`src/rtl/video_timing_pkg.sv`:
```
// video_timing_pkg: shared timing definitions for the video timing generator.
// Holds per-axis mode descriptors for common CEA modes and the total-length helpers.
package video_timing_pkg;

  // One axis (horizontal or vertical) of a video mode. pol = 1 means the sync is active high.
  typedef struct packed {
    logic [15:0] sync;
    logic [15:0] back;
    logic [15:0] disp;
    logic [15:0] front;
    logic        pol;
  } axis_t;

  localparam axis_t MODE_480P_H   = '{sync: 16'd96, back: 16'd48,  disp: 16'd640,
                                      front: 16'd16, pol: 1'b0};
  localparam axis_t MODE_480P_V   = '{sync: 16'd2,  back: 16'd33,  disp: 16'd480,
                                      front: 16'd10, pol: 1'b0};
  localparam axis_t MODE_720P_H   = '{sync: 16'd40, back: 16'd220, disp: 16'd1280,
                                      front: 16'd110, pol: 1'b1};
  localparam axis_t MODE_720P_V   = '{sync: 16'd5,  back: 16'd20,  disp: 16'd720,
                                      front: 16'd5, pol: 1'b1};
  localparam axis_t MODE_1080P_H  = '{sync: 16'd44, back: 16'd148, disp: 16'd1920,
                                      front: 16'd88, pol: 1'b1};
  localparam axis_t MODE_1080P_V  = '{sync: 16'd5,  back: 16'd36,  disp: 16'd1080,
                                      front: 16'd4, pol: 1'b1};

  // Total period of one axis in pixels or lines.
  function automatic int unsigned line_total(input int unsigned sync, input int unsigned back,
                                             input int unsigned disp, input int unsigned front);
    return sync + back + disp + front;
  endfunction

  function automatic int unsigned axis_total(input axis_t a);
    return line_total(32'(a.sync), 32'(a.back), 32'(a.disp), 32'(a.front));
  endfunction

endpackage

```
`src/rtl/video_sync_delay.sv`:
```
// video_sync_delay: parametrised-depth shift register used as the output alignment stage
// for the sync/DE/frame-start strobes.
// Ports:
//   i_clk   - clock
//   i_rst_n - asynchronous active-low reset, loads RST_VAL into every stage
//   i_clr   - synchronous flush of every stage to RST_VAL
//   i_d     - input word
//   o_q     - word delayed by DEPTH cycles
module video_sync_delay #(
  parameter int unsigned       WIDTH   = 1,
  parameter int unsigned       DEPTH   = 1,
  parameter logic [WIDTH-1:0]  RST_VAL = '0
) (
  input  logic             i_clk,
  input  logic             i_rst_n,
  input  logic             i_clr,
  input  logic [WIDTH-1:0] i_d,
  output logic [WIDTH-1:0] o_q
);

  logic [WIDTH-1:0] r_stage [DEPTH];

  always_ff @(posedge i_clk or negedge i_rst_n) begin
    if (!i_rst_n) begin
      for (int i = 0; i < int'(DEPTH); i++) r_stage[i] <= RST_VAL;
    end else if (i_clr) begin
      for (int i = 0; i < int'(DEPTH); i++) r_stage[i] <= RST_VAL;
    end else begin
      r_stage[0] <= i_d;
      for (int i = 1; i < int'(DEPTH); i++) r_stage[i] <= r_stage[i-1];
    end
  end

  assign o_q = r_stage[DEPTH-1];

endmodule

```
`src/rtl/video_timing_gen.sv`:
```
// video_timing_gen: parametrised HSYNC/VSYNC/DE timing generator with pixel request lead.
// Every output is a registered decode of the counter value being loaded on the same edge,
// so output cycle k reflects counter value k.
// Ports:
//   i_pixel_clk   - pixel clock
//   i_rst_n       - asynchronous active-low reset
//   i_enable      - run timing; low forces idle on the next edge
//   i_pixel_data  - pixel for the position requested REQ_LEAD-1 cycles earlier
//   o_data_req    - pixel request strobe
//   o_pixel_xpos  - requested column (0 when no request)
//   o_pixel_ypos  - requested row (0 when no request)
//   o_video_hs    - horizontal sync, polarity HS_POL
//   o_video_vs    - vertical sync, polarity VS_POL
//   o_video_de    - active video
//   o_video_rgb   - pixel out, 0 outside DE
//   o_frame_start - one-cycle pulse on the first cycle of each frame
module video_timing_gen
  import video_timing_pkg::*;
#(
  parameter int unsigned H_SYNC   = 40,
  parameter int unsigned H_BACK   = 220,
  parameter int unsigned H_DISP   = 1280,
  parameter int unsigned H_FRONT  = 110,
  parameter int unsigned V_SYNC   = 5,
  parameter int unsigned V_BACK   = 20,
  parameter int unsigned V_DISP   = 720,
  parameter int unsigned V_FRONT  = 5,
  parameter bit          HS_POL   = 1'b1,
  parameter bit          VS_POL   = 1'b1,
  parameter int unsigned DATA_W   = 24,
  parameter int unsigned REQ_LEAD = 1,
  parameter int unsigned CNT_W    = 12
) (
  input  logic              i_pixel_clk,
  input  logic              i_rst_n,
  input  logic              i_enable,
  input  logic [DATA_W-1:0] i_pixel_data,
  output logic              o_data_req,
  output logic [CNT_W-1:0]  o_pixel_xpos,
  output logic [CNT_W-1:0]  o_pixel_ypos,
  output logic              o_video_hs,
  output logic              o_video_vs,
  output logic              o_video_de,
  output logic [DATA_W-1:0] o_video_rgb,
  output logic              o_frame_start
);

  localparam int unsigned H_TOTAL = line_total(H_SYNC, H_BACK, H_DISP, H_FRONT);
  localparam int unsigned V_TOTAL = line_total(V_SYNC, V_BACK, V_DISP, V_FRONT);
  localparam int unsigned HA      = H_SYNC + H_BACK;
  localparam int unsigned VA      = V_SYNC + V_BACK;

  if (REQ_LEAD < 1 || REQ_LEAD > H_BACK) begin : g_bad_req_lead
    $error("video_timing_gen: REQ_LEAD must lie in 1..H_BACK");
  end
  if (longint'(H_TOTAL) >= (longint'(1) << CNT_W)) begin : g_bad_h_total
    $error("video_timing_gen: H_TOTAL does not fit in CNT_W bits");
  end
  if (longint'(V_TOTAL) >= (longint'(1) << CNT_W)) begin : g_bad_v_total
    $error("video_timing_gen: V_TOTAL does not fit in CNT_W bits");
  end

  localparam logic [CNT_W-1:0] C_ONE    = CNT_W'(1);
  localparam logic [CNT_W-1:0] C_H_LAST = CNT_W'(H_TOTAL - 1);
  localparam logic [CNT_W-1:0] C_V_LAST = CNT_W'(V_TOTAL - 1);
  localparam logic [CNT_W-1:0] C_HSYNC  = CNT_W'(H_SYNC);
  localparam logic [CNT_W-1:0] C_VSYNC  = CNT_W'(V_SYNC);
  localparam logic [CNT_W-1:0] C_HA     = CNT_W'(HA);
  localparam logic [CNT_W-1:0] C_HE     = CNT_W'(HA + H_DISP);
  localparam logic [CNT_W-1:0] C_RQS    = CNT_W'(HA - REQ_LEAD);
  localparam logic [CNT_W-1:0] C_RQE    = CNT_W'(HA + H_DISP - REQ_LEAD);
  localparam logic [CNT_W-1:0] C_VA     = CNT_W'(VA);
  localparam logic [CNT_W-1:0] C_VE     = CNT_W'(VA + V_DISP);

  // Strobe bundle order: {hs level, vs level, de, frame_start}.
  localparam logic [3:0] SYNC_RST = {~HS_POL, ~VS_POL, 2'b00};

  logic              r_run;
  logic [CNT_W-1:0]  r_h_cnt;
  logic [CNT_W-1:0]  r_v_cnt;
  logic              r_data_req;
  logic [CNT_W-1:0]  r_pixel_xpos;
  logic [CNT_W-1:0]  r_pixel_ypos;
  logic [DATA_W-1:0] r_video_rgb;

  logic [CNT_W-1:0]  w_h_nxt;
  logic [CNT_W-1:0]  w_v_nxt;
  logic              w_line_act;
  logic              w_de;
  logic              w_req;
  logic              w_hs_act;
  logic              w_vs_act;
  logic              w_fs;
  logic [3:0]        w_strobe_d;
  logic [3:0]        w_strobe_q;

  // Counter value for the coming cycle. The first enabled edge after idle loads frame cycle 0,
  // so the cycle after enable rises is always the start of a frame.
  always_comb begin
    w_h_nxt = '0;
    w_v_nxt = '0;
    if (i_enable && r_run) begin
      if (r_h_cnt == C_H_LAST) begin
        w_h_nxt = '0;
        w_v_nxt = (r_v_cnt == C_V_LAST) ? '0 : r_v_cnt + C_ONE;
      end else begin
        w_h_nxt = r_h_cnt + C_ONE;
        w_v_nxt = r_v_cnt;
      end
    end
  end

  // Decodes of the coming counter value; all gated by enable so idle matches reset.
  always_comb begin
    w_line_act = (w_v_nxt >= C_VA) && (w_v_nxt < C_VE);
    w_de       = i_enable && w_line_act && (w_h_nxt >= C_HA) && (w_h_nxt < C_HE);
    w_req      = i_enable && w_line_act && (w_h_nxt >= C_RQS) && (w_h_nxt < C_RQE);
    w_hs_act   = i_enable && (w_h_nxt < C_HSYNC);
    w_vs_act   = i_enable && (w_v_nxt < C_VSYNC);
    w_fs       = i_enable && (w_h_nxt == '0) && (w_v_nxt == '0);
    w_strobe_d = {(w_hs_act ? HS_POL : ~HS_POL), (w_vs_act ? VS_POL : ~VS_POL), w_de, w_fs};
  end

  always_ff @(posedge i_pixel_clk or negedge i_rst_n) begin
    if (!i_rst_n) begin
      r_run        <= 1'b0;
      r_h_cnt      <= '0;
      r_v_cnt      <= '0;
      r_data_req   <= 1'b0;
      r_pixel_xpos <= '0;
      r_pixel_ypos <= '0;
      r_video_rgb  <= '0;
    end else begin
      r_run        <= i_enable;
      r_h_cnt      <= w_h_nxt;
      r_v_cnt      <= w_v_nxt;
      r_data_req   <= w_req;
      r_pixel_xpos <= w_req ? (w_h_nxt - C_RQS) : '0;
      r_pixel_ypos <= w_req ? (w_v_nxt - C_VA) : '0;
      // Pixel is captured on the edge that raises DE for it; it arrives REQ_LEAD-1 cycles
      // after its request.
      r_video_rgb  <= w_de ? i_pixel_data : '0;
    end
  end

  video_sync_delay #(
    .WIDTH   (4),
    .DEPTH   (1),
    .RST_VAL (SYNC_RST)
  ) u_sync_delay (
    .i_clk   (i_pixel_clk),
    .i_rst_n (i_rst_n),
    .i_clr   (~i_enable),
    .i_d     (w_strobe_d),
    .o_q     (w_strobe_q)
  );

  assign o_video_hs    = w_strobe_q[3];
  assign o_video_vs    = w_strobe_q[2];
  assign o_video_de    = w_strobe_q[1];
  assign o_frame_start = w_strobe_q[0];
  assign o_data_req    = r_data_req;
  assign o_pixel_xpos  = r_pixel_xpos;
  assign o_pixel_ypos  = r_pixel_ypos;
  assign o_video_rgb   = r_video_rgb;

endmodule

```
`config.mk`:
```
export PLATFORM = sky130hd
export DESIGN_NAME = video_timing_gen
export DESIGN_NICKNAME = d
export VERILOG_FILES = /design/src/rtl/video_timing_pkg.sv /design/src/rtl/video_sync_delay.sv /design/src/rtl/video_timing_gen.sv
export SDC_FILE = /design/constraint.sdc
export NUM_CORES = 1
export LEC_CHECK = 0
export ABC_AREA = 1
export CAP_MARGIN = 15
export CORE_AREA = 2 2 102 104
export CTS_CLUSTER_SIZE = 25
export DETAILED_ROUTE_END_ITERATION = 12
export DIE_AREA = 0 0 104 106
export PLACE_DENSITY_LB_ADDON = 0.3
export RECOVER_POWER = 50
export SYNTH_ARGS = -nofsm -noshare
export SYNTH_HDL_FRONTEND = slang
export SYNTH_SLANG_ARGS = --single-unit
export TNS_END_PERCENT = 50
```
`constraint.sdc`:
```
create_clock -name i_pixel_clk -period 2.4 [get_ports i_pixel_clk]
set_input_delay 0.48 -clock i_pixel_clk [delete_from_list [all_inputs] [get_ports i_pixel_clk]]
set_output_delay 0.48 -clock i_pixel_clk [all_outputs]
set_load 0.01 [all_outputs]
```
==> summary.txt <==
Yosys
  – Yosys reg bits: 78
  – Cells after Synth: 509
  – Unique cell type count in the Yosys netlist: 30
  – Synth area leaders: dfrtp_1, nand2_1, nor2_4, inv_1, nor2_1
  – Top cells by count, synth: nand2_1, dfrtp_1, inv_1
  – Top FF cell, synth: dfrtp_1
  – Syn nets: 544
  – Post-synthesis sequential area ratio: 44.8%
  – Area share of the largest cell type after synthesis: 44.8%
  – Cell area after synthesis: 4360 um^2
  – Avg Inst Size Synth: 8.57 um^2
  – EDFF count, synth: 0
  – Post-synth top area cell: dfrtp_1
  – Most common cell in the synthesized netlist: nand2_1
  – Asr flop ratio synth: 100%
  – YS warnings: 0

Global route
  – GRT Overall Usage: 20.4%
  – Pin count of the biggest net entering global routing: 44
  – First-pass GRT wire length: 17900 um
  – Grt ovf: 0
  – Number of global-route vias before repair: 3792
  – Antenna violations before repair: 0

Worst setup path
  – Crit path DAT: 2730 ps
  – Worst-path cell chain: inv_2, ha_4, nand2_4, nor2_4, nand3_4, nand2_8, nor2_1, a21oi_2, buf_4, ha_4, nand3_2, nor2_1, nand2_1, nand3_4, nand3_4, buf_12, buf_12, nor2_4
  – Setup Crit Path Kind: flip-flop to flip-flop
  – CP required: 2680 ps
  – R2r setup slk: -50 ps
  – Crit-path max FO: 6
  – Worst setup SP type: flip-flop
  – RR Startpoint: r_h_cnt[1]
  – CP max stage delay: 400 ps
  – Reg2reg path depth: 18
  – Slowest stage cell, crit path: dfrtp_1
  – Reg-to-Reg End: o_pixel_xpos[11]
  – Crit path top cell by count: nand3_4
  – Crit end category: flip-flop

Floorplan
  – Initial core utilization: 43.6%
  – Rows: 37
  – Core ar.: 10000 um^2
  – Die W: 104 um
  – Top Ports: 80
  – DIE HEIGHT: 106 um
  – Die area: 11000 um^2

Power
  – PwrDens: 394 nW/um^2
  – Leak pwr: 0.00339 uW
  – Maximum vdd ir drop: 306 uV

STA
  – Slew @ Worst Pin: 1890 ps
  – Max-slew violation count: 36
  – Maximum clock rate: 0.408 GHz
  – Setup ws final: -49.5 ps
  – Setup-failing EPs final: 25
  – RSZ-0062 raised after global routing: true
  – Setup Skew: 12.1 ps
  – Fin. Hold Viols: 0
  – Final period utilization: 102%
  – Minimum clock period: 2450 ps
  – Relative slew slack: -26.3%

Detailed routing
  – Residual DRC: 0
  – Iter 0 DRT Violations: 279
  – Routed Antenna Nets: 0
  – 1st-pass router iterations: 5
  – DR vias/cell: 4.60
  – Via count: 3822
  – Final wirelength: 11100 um
  – DR WL/cell: 13.4 um

Clock tree
  – TritonCTS clock tree: built
  – # hold bufs at CTS: 0
  – H-tree levels: 3
  – Root Buffer: clkbuf_8
  – Clock transition at path regs: 90 ps
  – Num Clock Sinks: 78
  – Max Buffers Root-to-Sink: 2
  – Clock buffer count from CTS: 9
  – Worst skew pair latency: 350 ps

Job
  – Max cap viols: 1

Final layout
  – Synth-to-Final Area Change: 50.6%
  – Share of cells above drive strength 1: 34.4%
  – Final net count: 725
  – Final cell count without fillers: 831
  – Final antenna diode count: 0
  – Final design utilization: 65.7%

Status
  – Failing checks: capacitance limit, slew limit, setup timing
  – Status: finished, violations left

Placement
  – GP Congestion: 0.957
  – PortBufs: 79
  – Placed insts: 797
  – Detailed placer's ending HPWL: 8060 um

Hold path
  – Worst min-delay path class: primary input to asynchronous set/reset pin
==> critical path, delay by kind of cell (launching register included) <==
kind / cells / cell delay (ps)
flip-flops: 1 / 400
AO/OA/AOI/OAI: 1 / 150
adder cells (fa/ha/maj): 2 / 260
AND/OR/NAND/NOR: 11 / 1050
buffers and inverters: 4 / 520
==> kinds of logic after synthesis <==
logic type / Yosys count / share of synthesized area [%]
DFF: 78 / 44.8
and+or+nand+nor: 295 / 37.6
adders and majority gates: 8 / 2.29
xor gates and xnor gates: 20 / 4.02
AOI/OAI and AO/OA: 13 / 1.84
buffers and inverters: 95 / 9.49
==> cell usage in the layout, fill, tap and decap left out, types with 2 or more instances in the layout <==
cell type	instances
a21oi_1	2
a21oi_2	3
buf_12	7
buf_16	2
buf_4	82
buf_6	3
bufinv_16	2
clkbuf_8	9
clkdlybuf4s50_1	78
clkinv_2	2
clkinvlp_4	2
dfrtp_1	78
ha_1	2
ha_2	4
ha_4	2
inv_1	76
inv_2	13
inv_6	2
nand2_1	101
nand2_2	14
nand2_4	8
nand3_1	31
nand3_2	7
nand3_4	5
nand4_1	12
nor2_1	46
nor2_2	20
nor2_4	44
nor3_1	4
o21ai_0	2
o21ai_1	2
xnor2_1	3
xor2_1	15
xor2_2	2
==> routing by layer <==
metal,global-route usage [%],vias up,wire length [um]
met1,25.4,1787,4770
met3,5.82,13,710
met2,34.0,118,5490
met4,7.34,0,157
li1,-,1904,-
met5,0,-,0
==> final cells by class <==
cell class,count,area (um^2)
Timing Repair Buffer,174,1650
Multi-Input combinational cell,336,2220
Inverter,91,348
Tap cell,136,170
Clock buffer,9,124
Sequential cell,78,1950
Clock inverter,7,97.6
Fill cell,799,3430
==> how the worst max path moves through the flow <==
stage,from,end,slack [ps]
floorplan,r_h_cnt[1],o_pixel_xpos[5],5
global placement,i_enable,o_video_rgb[4],-280
detailed placement,i_enable,o_video_rgb[19],-340
CTS,r_h_cnt[1],o_pixel_xpos[2],-8
global route,r_v_cnt[0],o_pixel_xpos[9],-210
finish,r_h_cnt[1],o_pixel_xpos[11],-50
==> flip-flops by register name, summed over array words and instances, names as in the netlist <==
name and flops:
o_data_req 1, r_run 1, u_sync_delay.o_q 4, r_v_cnt 12
r_h_cnt 12, o_pixel_xpos 12, o_video_rgb 24, o_pixel_ypos 12
==> repair_timing <==
action                     4_1_cts  5_1_grt
gates cloned                     2        1
setup buffers                   12        3
pin swaps                       10       16
setup endpoints to repair       47       52
gates resized for setup         21       37
==> report_power, final <==
group | switching (uW) | leakage (uW) | internal, uW
Clock | 507 | 0.000106 | 589
Combinational | 87.9 | 0.00221 | 84.8
Sequential | 2.32 | 0.00108 | 1320
Total | 597 | 0.00339 | 1990
==> stage by stage <==
step | hold slack [ps] | setup TNS, ps | setup slack [ps] | total power, uW | area, um^2
2_1_floorplan | 184 | 0 | 4.96 | 1400 | 4370
3_3_place_gp | 452 | -12710 | -278 | 1510 | 5910
3_5_place_dp | 461 | -14800 | -341 | 1510 | 5910
4_1_cts | 70.7 | -22.2 | -8.26 | 2610 | 6380
5_1_grt | 635 | -8500 | -207 | 2690 | 6570
6_report | 639 | -746 | -49.5 | 2590 | 6570
(Power assumes the default switching activity.)
